File: config.mk
export PLATFORM = sky130hd
export DESIGN_NAME = lsu_mem_port_flat
export DESIGN_NICKNAME = d
export VERILOG_FILES = /design/src/rtl/lsu_mem_port_if.sv /design/src/rtl/lsu_mem_port.sv /design/src/flat_wrapper.sv
export SDC_FILE = /design/constraint.sdc
export NUM_CORES = 1
export LEC_CHECK = 0
export CAP_MARGIN = 20
export CELL_PAD_IN_SITES_DETAIL_PLACEMENT = 0
export CELL_PAD_IN_SITES_GLOBAL_PLACEMENT = 1
export CORE_MARGIN = 2
export CORE_UTILIZATION = 30
export DETAILED_ROUTE_END_ITERATION = 8
export PLACE_DENSITY_LB_ADDON = 0.1
export SLEW_MARGIN = 0
export SYNTH_ARGS = -nofsm -noshare
export SYNTH_HDL_FRONTEND = slang
export SYNTH_SLANG_ARGS = --single-unit
export TNS_END_PERCENT = 5
File: constraint.sdc
create_clock -name clk -period 2.3 [get_ports clk]
set_input_delay 0.46 -clock clk [delete_from_list [all_inputs] [get_ports clk]]
set_output_delay 0.46 -clock clk [all_outputs]
set_load 0.01 [all_outputs]
File: src/rtl/lsu_mem_port_if.sv
// Request/response/RAM bundle for the load/store unit memory port.
// The slave modport is the LSU; the master side is the core plus the data RAM.
interface lsu_mem_port_if;
  logic        req_valid;
  logic        req_ready;
  logic        req_we;
  logic [1:0]  req_size;
  logic        req_unsigned;
  logic [31:0] req_addr;
  logic [31:0] req_wdata;
  logic        resp_valid;
  logic [31:0] resp_rdata;
  logic        resp_err;
  logic        mem_w_en;
  logic [31:0] mem_addr;
  logic [31:0] mem_wdata;
  logic [31:0] mem_rdata;

  modport slave (
    input  req_valid, req_we, req_size, req_unsigned, req_addr, req_wdata, mem_rdata,
    output req_ready, resp_valid, resp_rdata, resp_err, mem_w_en, mem_addr, mem_wdata
  );

  modport master (
    output req_valid, req_we, req_size, req_unsigned, req_addr, req_wdata, mem_rdata,
    input  req_ready, resp_valid, resp_rdata, resp_err, mem_w_en, mem_addr, mem_wdata
  );
endinterface

File: src/rtl/lsu_mem_port.sv
// Load/store memory port: one request at a time, sub-word loads extended, sub-word stores via RMW.
// Optional LSU_MISALIGN_TRAP_EN: misaligned half/word accesses return an error instead of accessing RAM.
module lsu_mem_port (
  input  logic           clk,
  input  logic           rst,
  lsu_mem_port_if.slave  bus
);

  typedef enum logic [1:0] {IDLE, RD, WR, RESP} state_t;

  state_t      state_q, state_d;
  logic        we_q, we_d;
  logic [1:0]  size_q, size_d;
  logic        uns_q, uns_d;
  logic [31:0] addr_q, addr_d;
  logic [31:0] wdata_q, wdata_d;
  logic        req_ready_q, req_ready_d;
  logic        resp_valid_q, resp_valid_d;
  logic        resp_err_q, resp_err_d;
  logic [31:0] resp_rdata_q, resp_rdata_d;
  logic        mem_w_en_q, mem_w_en_d;
  logic [31:0] mem_wdata_q, mem_wdata_d;
  logic        req_err;

`ifdef LSU_MISALIGN_TRAP_EN
  assign req_err = (bus.req_size == 2'b11)
                 || ((bus.req_size == 2'b01) && bus.req_addr[0])
                 || ((bus.req_size == 2'b10) && (bus.req_addr[1:0] != 2'b00));
`else
  assign req_err = (bus.req_size == 2'b11);
`endif

  function automatic logic [31:0] extend(input logic [31:0] raw, input logic [1:0] size,
                                         input logic uns);
    logic [31:0] res;
    case (size)
      2'b00:   res = uns ? {24'd0, raw[7:0]}  : {{24{raw[7]}}, raw[7:0]};
      2'b01:   res = uns ? {16'd0, raw[15:0]} : {{16{raw[15]}}, raw[15:0]};
      default: res = raw;
    endcase
    return res;
  endfunction

  function automatic logic [31:0] merge(input logic [31:0] old, input logic [31:0] wd,
                                        input logic [1:0] size);
    logic [31:0] res;
    case (size)
      2'b00:   res = {old[31:8], wd[7:0]};
      2'b01:   res = {old[31:16], wd[15:0]};
      default: res = wd;
    endcase
    return res;
  endfunction

  always_comb begin
    state_d      = state_q;
    we_d         = we_q;
    size_d       = size_q;
    uns_d        = uns_q;
    addr_d       = addr_q;
    wdata_d      = wdata_q;
    req_ready_d  = 1'b0;
    resp_valid_d = 1'b0;
    resp_err_d   = 1'b0;
    resp_rdata_d = resp_rdata_q;
    mem_w_en_d   = 1'b0;
    mem_wdata_d  = 32'd0;
    case (state_q)
      IDLE: begin
        req_ready_d = 1'b1;
        if (bus.req_valid) begin
          we_d        = bus.req_we;
          size_d      = bus.req_size;
          uns_d       = bus.req_unsigned;
          addr_d      = bus.req_addr;
          wdata_d     = bus.req_wdata;
          req_ready_d = 1'b0;
          if (req_err) begin
            state_d      = RESP;
            resp_valid_d = 1'b1;
            resp_err_d   = 1'b1;
            resp_rdata_d = 32'd0;
          end else if (!bus.req_we || (bus.req_size != 2'b10)) begin
            state_d = RD;
          end else begin
            // Full-word stores skip the read; the RAM writes whole blocks anyway.
            state_d     = WR;
            mem_w_en_d  = 1'b1;
            mem_wdata_d = bus.req_wdata;
          end
        end
      end
      RD: begin
        if (!we_q) begin
          state_d      = RESP;
          resp_valid_d = 1'b1;
          resp_rdata_d = extend(bus.mem_rdata, size_q, uns_q);
        end else begin
          state_d     = WR;
          mem_w_en_d  = 1'b1;
          mem_wdata_d = merge(bus.mem_rdata, wdata_q, size_q);
        end
      end
      WR: begin
        state_d      = RESP;
        resp_valid_d = 1'b1;
        resp_rdata_d = 32'd0;
      end
      RESP: begin
        state_d     = IDLE;
        req_ready_d = 1'b1;
      end
      default: begin
        state_d     = IDLE;
        req_ready_d = 1'b1;
      end
    endcase
  end

  always_ff @(posedge clk) begin
    if (rst) begin
      state_q      <= IDLE;
      we_q         <= 1'b0;
      size_q       <= 2'b00;
      uns_q        <= 1'b0;
      addr_q       <= 32'd0;
      wdata_q      <= 32'd0;
      req_ready_q  <= 1'b1;
      resp_valid_q <= 1'b0;
      resp_err_q   <= 1'b0;
      resp_rdata_q <= 32'd0;
      mem_w_en_q   <= 1'b0;
      mem_wdata_q  <= 32'd0;
    end else begin
      state_q      <= state_d;
      we_q         <= we_d;
      size_q       <= size_d;
      uns_q        <= uns_d;
      addr_q       <= addr_d;
      wdata_q      <= wdata_d;
      req_ready_q  <= req_ready_d;
      resp_valid_q <= resp_valid_d;
      resp_err_q   <= resp_err_d;
      resp_rdata_q <= resp_rdata_d;
      mem_w_en_q   <= mem_w_en_d;
      mem_wdata_q  <= mem_wdata_d;
    end
  end

  assign bus.req_ready  = req_ready_q;
  assign bus.resp_valid = resp_valid_q;
  assign bus.resp_err   = resp_err_q;
  assign bus.resp_rdata = resp_rdata_q;
  // Reset arriving during WR must suppress the write on that same edge.
  assign bus.mem_w_en   = mem_w_en_q & ~rst;
  assign bus.mem_addr   = addr_q;
  assign bus.mem_wdata  = mem_wdata_q;

endmodule

File: src/flat_wrapper.sv
// flat-port wrapper written by rule: the top's interface ports become plain ports
module lsu_mem_port_flat 
  (clk, rst, bus_req_valid, bus_req_we, bus_req_size, bus_req_unsigned, bus_req_addr, bus_req_wdata, bus_mem_rdata, bus_req_ready, bus_resp_valid, bus_resp_rdata, bus_resp_err, bus_mem_w_en, bus_mem_addr, bus_mem_wdata);
  lsu_mem_port_if bus_i ();
  input  logic clk;
  input  logic rst;
  input wire logic [$bits(bus_i.req_valid)-1:0] bus_req_valid;
  input wire logic [$bits(bus_i.req_we)-1:0] bus_req_we;
  input wire logic [$bits(bus_i.req_size)-1:0] bus_req_size;
  input wire logic [$bits(bus_i.req_unsigned)-1:0] bus_req_unsigned;
  input wire logic [$bits(bus_i.req_addr)-1:0] bus_req_addr;
  input wire logic [$bits(bus_i.req_wdata)-1:0] bus_req_wdata;
  input wire logic [$bits(bus_i.mem_rdata)-1:0] bus_mem_rdata;
  output wire logic [$bits(bus_i.req_ready)-1:0] bus_req_ready;
  output wire logic [$bits(bus_i.resp_valid)-1:0] bus_resp_valid;
  output wire logic [$bits(bus_i.resp_rdata)-1:0] bus_resp_rdata;
  output wire logic [$bits(bus_i.resp_err)-1:0] bus_resp_err;
  output wire logic [$bits(bus_i.mem_w_en)-1:0] bus_mem_w_en;
  output wire logic [$bits(bus_i.mem_addr)-1:0] bus_mem_addr;
  output wire logic [$bits(bus_i.mem_wdata)-1:0] bus_mem_wdata;
  assign bus_i.req_valid = bus_req_valid;
  assign bus_i.req_we = bus_req_we;
  assign bus_i.req_size = bus_req_size;
  assign bus_i.req_unsigned = bus_req_unsigned;
  assign bus_i.req_addr = bus_req_addr;
  assign bus_i.req_wdata = bus_req_wdata;
  assign bus_i.mem_rdata = bus_mem_rdata;
  assign bus_req_ready = bus_i.req_ready;
  assign bus_resp_valid = bus_i.resp_valid;
  assign bus_resp_rdata = bus_i.resp_rdata;
  assign bus_resp_err = bus_i.resp_err;
  assign bus_mem_w_en = bus_i.mem_w_en;
  assign bus_mem_addr = bus_i.mem_addr;
  assign bus_mem_wdata = bus_i.mem_wdata;
  lsu_mem_port u_core (.clk(clk), .rst(rst), .bus(bus_i));
endmodule
==> summary.md, run 1 <==
| Metric | Value |
|---|---|
| EDFF count, synth | 0 |
| Antenna Cells | 0 |
| Ys flop type | dfxtp_1 |
| Post-route DRC | 0 |
| Critical Path Source Type | flip-flop |
| Initial DRT Pass Iterations | 5 |
| Mapped Cells | 596 |
| Synth cell types | 39 |
| Initial antenna violation count | 1 |
| RSZ-0062 raised after global routing | no |
| Power Dens Cells | 966 nW/um^2 |
| Seq cells post-synth | approximately 140 |
| Root Buffer | clkbuf_16 |
| Via density | around 4.8 |
| Post-CTS resize count | 0 |
| Top post-synthesis cells by count | 139 x nand2_1, 138 x dfxtp_1, 88 x a21oi_1 |
| Setup TNS | 0 ns |
| # port buffers | between 200 and 250 |
| Routed WL | 16500 um |
| TritonCTS Buffers | 17 |
| LEAKAGE | between 0.002 and 0.003 uW |
| Kind of critical path | reg2out |
| Min Tclk post-route | ~1.9 ns |
| # fillers | 1682 |
| CTS tree | yes |
| Min-delay worst type | in2reg |
| Max-cap violations | 0 |
| Reg area | ~2800 um^2 |
| Peak VDD IR | roughly 630 uV |
| Die Y | 138 um |
| Async S/R FF share, synth | 0 |
| Final hold vios | 0 |
| Gr usage total | 0.174 |
| Final Cycle Share | 0.819 |
| Multi-input gate area | 2320 um^2 |
| Synth top area share | 0.515 |
| Clock Tree Buf Depth | 2 |
| DRT antenna net count | 0 |
| Largest cells by area after synthesis | dfxtp_1 52%, nand2_1 9.7%, a21oi_1 8.2%, a32oi_1 3.9%, mux2_2 3.6% |
| Fraction of layout cells with a size suffix above 1 | 0.0970 |
| Max Slew Vio Count | 0 |
| Final Setup Violations | 0 |
| Mapped Area | ~5400 um^2 |
| Global-route wire length before repair | roughly 25000 um |
| Routability Congestion | about 0.79 |
| Syn avg cell area | 9.00 um^2 |
| DPL Wire Length | 11200 um |
| Routed vias | between 4k and 5k |
| Final nets | approximately 890 |
| Core area | 17400 um^2 |
| YS warnings | 0 |
| Worst path required time | between 1.5 and 2 ns |
| Post-CTS Hold Buffers | 0 |
| Post-synth top area cell | dfxtp_1 |
| Mapped Nets | around 700 |
| Clock latency on the worst-skew pair | about 0.42 ns |
| CP arrival | roughly 1.4 ns |
| Sequential-to-total area share from yosys stat | 0.515 |
| Starting density of the core | 0.308 |
| WL/cell | 16.1 um |
| Clock skew | between 0.01 and 0.015 ns |
| Area grow syn2layout | 53.4% |
| Normalized max-slew margin | 0.556 |
| Vias in the first global route | between 4k and 5k |
| Initial drt markers | ~270 |
| Die area | roughly 19000 um^2 |
| Post-CTS Setup Inserts | 0 |
| Grt ovf | 0 |
| Pwr Total | about 8000 uW |
| # H-tree levels | 4 |
| Critical-path maximum fanout | 1 |
| Largest net degree at the start of global routing | slightly below 70 |
| Outcome | finished clean |
| Die width | around 140 um |
| CTS clk-pin slew, worst paths | about 0.060 ns |
| Count leader, synth | nand2_1 |
| Fmax | roughly 530 MHz |
| IO Pins | 203 |
| Fin util | 0.473 |
| Critical Path End Type | primary output |
| Slew @ Worst Pin | between 0.6 and 0.7 ns |
| Placement Rows | 48 |
| Clock sink total | about 140 |
==> worst max-delay path: stages, from the launching register on <==
cell and delay (ns):
dfxtp_1 0.30, nor2b_1 0.13, clkdlybuf4s50_1 0.57
==> kinds of logic after synthesis <==
family / count (synthesis) / synth area share
buf+inv: 58 / 0.0541
simple gates: 208 / 0.173
flops: 138 / 0.515
mux: 18 / 0.0376
compound gates: 170 / 0.211
fa+ha+maj: 4 / 0.00933
==> area by class of cell <==
class,instances,area share
Clock buffer,20,0.0555
Multi-Input combinational cell,400,0.282
Inverter,5,0.00228
Sequential cell,138,0.336
Clock inverter,12,0.0237
Timing Repair Buffer,219,0.267
Tap cell,225,0.0342
==> metal layers <==
metal  share of wire  vias to the layer above  track usage
li1                -                     2447            -
met1            0.44                     2231        0.222
met2            0.47                      157        0.270
met3           0.081                       15       0.0670
met4          0.0084                        2       0.0567
met5         0.00079                        -            0
==> path summary, 6_finish.rpt <==
kind	startpoint	endpoint	slack (ns)	depth (start not counted)
max	u_core.mem_w_en_q	bus_mem_w_en	0.42	2
max reg2reg	u_core.state_q[0]	u_core.bus.resp_rdata[30]	0.54	5
min	rst	u_core.wdata_q[19]	0.42	2
min reg2reg	u_core.wdata_q[19]	u_core.wdata_q[19]	0.45	2
==> where the power goes <==
part	total [uW]	switching, uW	leakage, uW	internal, uW
clock	3000	1020	0.000320	1980
combinational	2070	1120	0.00150	954
sequential	2880	181	0.00112	2700
total	7950	2320	0.00294	5630
==> layout by cell type, fill, tap and decap left out, types with 13 or more instances in the layout <==
master             n
a32oi_1           24
dfxtp_1          137
buf_4             13
a32o_1            16
clkdlybuf4s50_1  201
nand2_1          138
a21oi_1           88
nor2_1            26
nand2b_1          14
clkbuf_16         17
mux2_2            17
==> through the flow <==
| stage | setup slack, ns | area [um^2] | hold WS, ns | instances |
|---|---|---|---|---|
| finish | 0.415 | 8230 | 0.417 | 1019 |
| global route | 0.342 | 8230 | 0.426 | 1019 |
| CTS | 0.370 | 8230 | 0.406 | 1019 |
| detailed placement | 0.222 | 7580 | 0.444 | 987 |
| global placement | 0.256 | 7580 | 0.439 | 987 |
| floorplan | 0.752 | 5360 | 0.433 | 596 |
==> state kept, by name (all words and copies together), names as in the netlist <==
| name | cells |
|---|---|
| u_core.bus.resp_rdata | 32 |
| u_core.uns_q | 1 |
| u_core.bus.req_ready | 1 |
| u_core.we_q | 1 |
| u_core.bus.mem_addr | 32 |
| u_core.bus.resp_valid | 1 |
| u_core.bus.resp_err | 1 |
| u_core.mem_w_en_q | 1 |
| u_core.size_q | 2 |
| u_core.state_q | 2 |
| u_core.wdata_q | 32 |
| u_core.bus.mem_wdata | 32 |
Note: power is estimated with default switching activity, not from simulation.
==> inputs of run 2 (changes only) <==
- clock period: 2.3 -> 1.95 ns (I/O delays scaled with it)
==> run 2 against run 1 <==
Compared with the run above: sequential power up 18%; clock power up 8.0%; worst setup slack worse by 0.26 ns; via count up 1.7%; global-route usage down 0.13 points; first-iteration DRC count down 28%; register-to-register slack worse by 0.34 ns.
==> summary.md, run 2 (synthesis results as in run 1) <==
| Metric | Value |
|---|---|
| Outcome | finished clean |
| Most frequent cells in the layout | 201 x clkdlybuf4s50_1, 138 x nand2_1, 137 x dfxtp_1, 88 x a21oi_1, 26 x nor2_1 |
| RSZ-0062 raised after global routing | no |
| Die Y | 138 um (unchanged) |
| Final hold vios | 0 (unchanged) |
| Clock latency on the worst-skew pair | 0.42 ns (about the same) |
| Worst slack at placement | 0.0203 ns (-0.202 ns) |
| Routed WL | 16500 um (+0.32%) |
| Grt ovf | 0 (unchanged) |
| Critical Path End Type | primary output |
| Critical Path Source Type | flip-flop |
| Clock skew | 0.00628 ns (-0.00377 ns) |
| Kind of critical path | reg2out |
| # fillers | 1665 (-1.0%) |
| DRT antenna net count | 0 (unchanged) |
| CP arrival | 1.41 ns (about the same) |
| DPL Wire Length | 11300 um (+0.96%) |
| CTS tree | yes |
| Routability Congestion | 0.791 (+0.51%) |
| TritonCTS Buffers | 17 (unchanged) |
| Normalized max-slew margin | 0.579 (+0.0230) |
| Largest stage delay on the critical path | 0.57 ns (about the same) |
| Area grow syn2layout | 53.7% |
| Min-delay worst type | reg2reg |
| Initial antenna violation count | 0 (-1) |
| Initial drt markers | 194 (-28%) |
| Fraction of layout cells with a size suffix above 1 | 0.103 (+0.00578) |
| Placement Rows | 48 (unchanged) |
| LEAKAGE | 0.00293 uW (-0.28%) |
| Vias in the first global route | 4677 (-0.11%) |
| Largest net degree at the start of global routing | 50 (-26%) |
| Post-CTS Setup Inserts | 0 (unchanged) |
| Core area | 17400 um^2 (unchanged) |
| Die width | 138 um (unchanged) |
| Gr usage total | 0.173 (-0.00133) |
| Via density | 4.82 (+1.2%) |
| Fmax | 557 MHz |
| Crit-path slowest cell | clkdlybuf4s50_1 |
| Crit path max-delay family | buffers and inverters |
| Final Setup Violations | 0 (unchanged) |
| Slew @ Worst Pin | 0.631 ns (-0.0345 ns) |
| Initial DRT Pass Iterations | 4 (-1) |
| Die area | 19000 um^2 (unchanged) |
| CP Cell Sequence | nor2b_1, clkdlybuf4s50_1 |
| CTS clk-pin slew, worst paths | 0.06 ns (about the same) |
| Final Cycle Share | 0.921 |
| Post-route DRC | 0 (unchanged) |
| Worst path required time | 1.56 ns (-0.28 ns) |
| Global-route wire length before repair | 24800 um (-1.2%) |
| WL/cell | 16.1 um (-0.17%) |
| Max-cap violations | 0 (unchanged) |
| IO Pins | 203 (unchanged) |
| # H-tree levels | 4 (unchanged) |
| Power Dens Cells | 1110 nW/um^2 (+15%) |
| CP Buf/Inv Count | 1 (unchanged) |
| Peak VDD IR | 719 uV (+13%) |
| Root Buffer | clkbuf_16 |
| Most common cell after layout, fill and taps aside | clkdlybuf4s50_1 |
| Post-CTS Hold Buffers | 0 (unchanged) |
| Post-route worst setup slack | 0.153 ns (-0.262 ns) |
| Starting density of the core | 0.308 (unchanged) |
| # port buffers | 202 (unchanged) |
| Routed vias | 4935 (+1.7%) |
| Clock sink total | 138 (unchanged) |
| Critical-path maximum fanout | 1 (unchanged) |
| Max Slew Vio Count | 0 (unchanged) |
| Min Tclk post-route | approximately 1.8 ns |
| Final nets | 892 (+0.45%) |
| Setup TNS | 0 ns (unchanged) |
| Post-CTS resize count | 0 (unchanged) |
| Clock Tree Buf Depth | 2 (unchanged) |
[run 2: cell count changes in the layout (fill, tap and decap cells not counted), sizes merged]
cell      previous run  this run
clkinv               6         5
clkinvlp             1         4
diode                0         1
buf                 18        22
inv                  5         7
bufinv               5         2
clkbuf              20        19
[run 2: through the flow]
stage                     power (uW)  std cells  area [um^2]   util  hold WS (ns)
after floorplan                 4830        596         5360      -         0.433
after global placement          5940        991         7650  0.439         0.438
after detailed placement        5980        991         7650  0.439         0.445
after CTS                       9260       1023         8240  0.473         0.453
after global routing            9640       1023         8240  0.473         0.469
final                           9140       1024         8250  0.473         0.452
[run 2: worst register-to-register path, delay by kind of cell, from the launching register on]
| kind | cells | cell delay [ns] |
|---|---|---|
| adder cells (fa/ha/maj) | 1 | 0.23 |
| AND/OR/NAND/NOR | 1 | 0.26 |
| AO/OA/AOI/OAI | 2 | 0.76 |
| buffers and inverters | 1 | 0.09 |
| flip-flops | 1 | 0.34 |
[run 2: worst paths after layout]
path	slack (ns)	depth (start not counted)	startpoint	endpoint
max	0.15	2	u_core.mem_w_en_q	bus_mem_w_en
min	0.45	2	u_core.bus.mem_addr[20]	u_core.bus.mem_addr[20]
max reg2reg	0.20	5	u_core.state_q[1]	u_core.bus.resp_rdata[18]
min reg2reg	0.45	2	u_core.bus.mem_addr[20]	u_core.bus.mem_addr[20]
[run 2: cell type report]
| type | count | area [um^2] | share of cell area |
|---|---|---|---|
| Tap cell | 225 | 282 | 0.0341 |
| Timing Repair Buffer | 223 | 2260 | 0.274 |
| Inverter | 5 | 18.8 | 0.00228 |
| Antenna cell | 1 | 2.50 | 0.000303 |
| Clock buffer | 19 | 453 | 0.0549 |
| Clock inverter | 13 | 144 | 0.0175 |
| Sequential cell | 138 | 2760 | 0.335 |
| Multi-Input combinational cell | 400 | 2320 | 0.281 |
[run 2: report_power, final]
part	switching (uW)	internal [uW]
Clock	1290	1960
Sequential	205	3180
Combinational	1340	1170
Total	2830	6310
[run 2: per-layer routing]
metal | wire length (um) | GRT usage | vias to the layer above
li1 | - | - | 2452
met1 | 7500 | 0.218 | 2310
met2 | 7500 | 0.270 | 155
met3 | 1270 | 0.0644 | 18
met4 | 241 | 0.0601 | 0
met5 | 0 | 0 | -
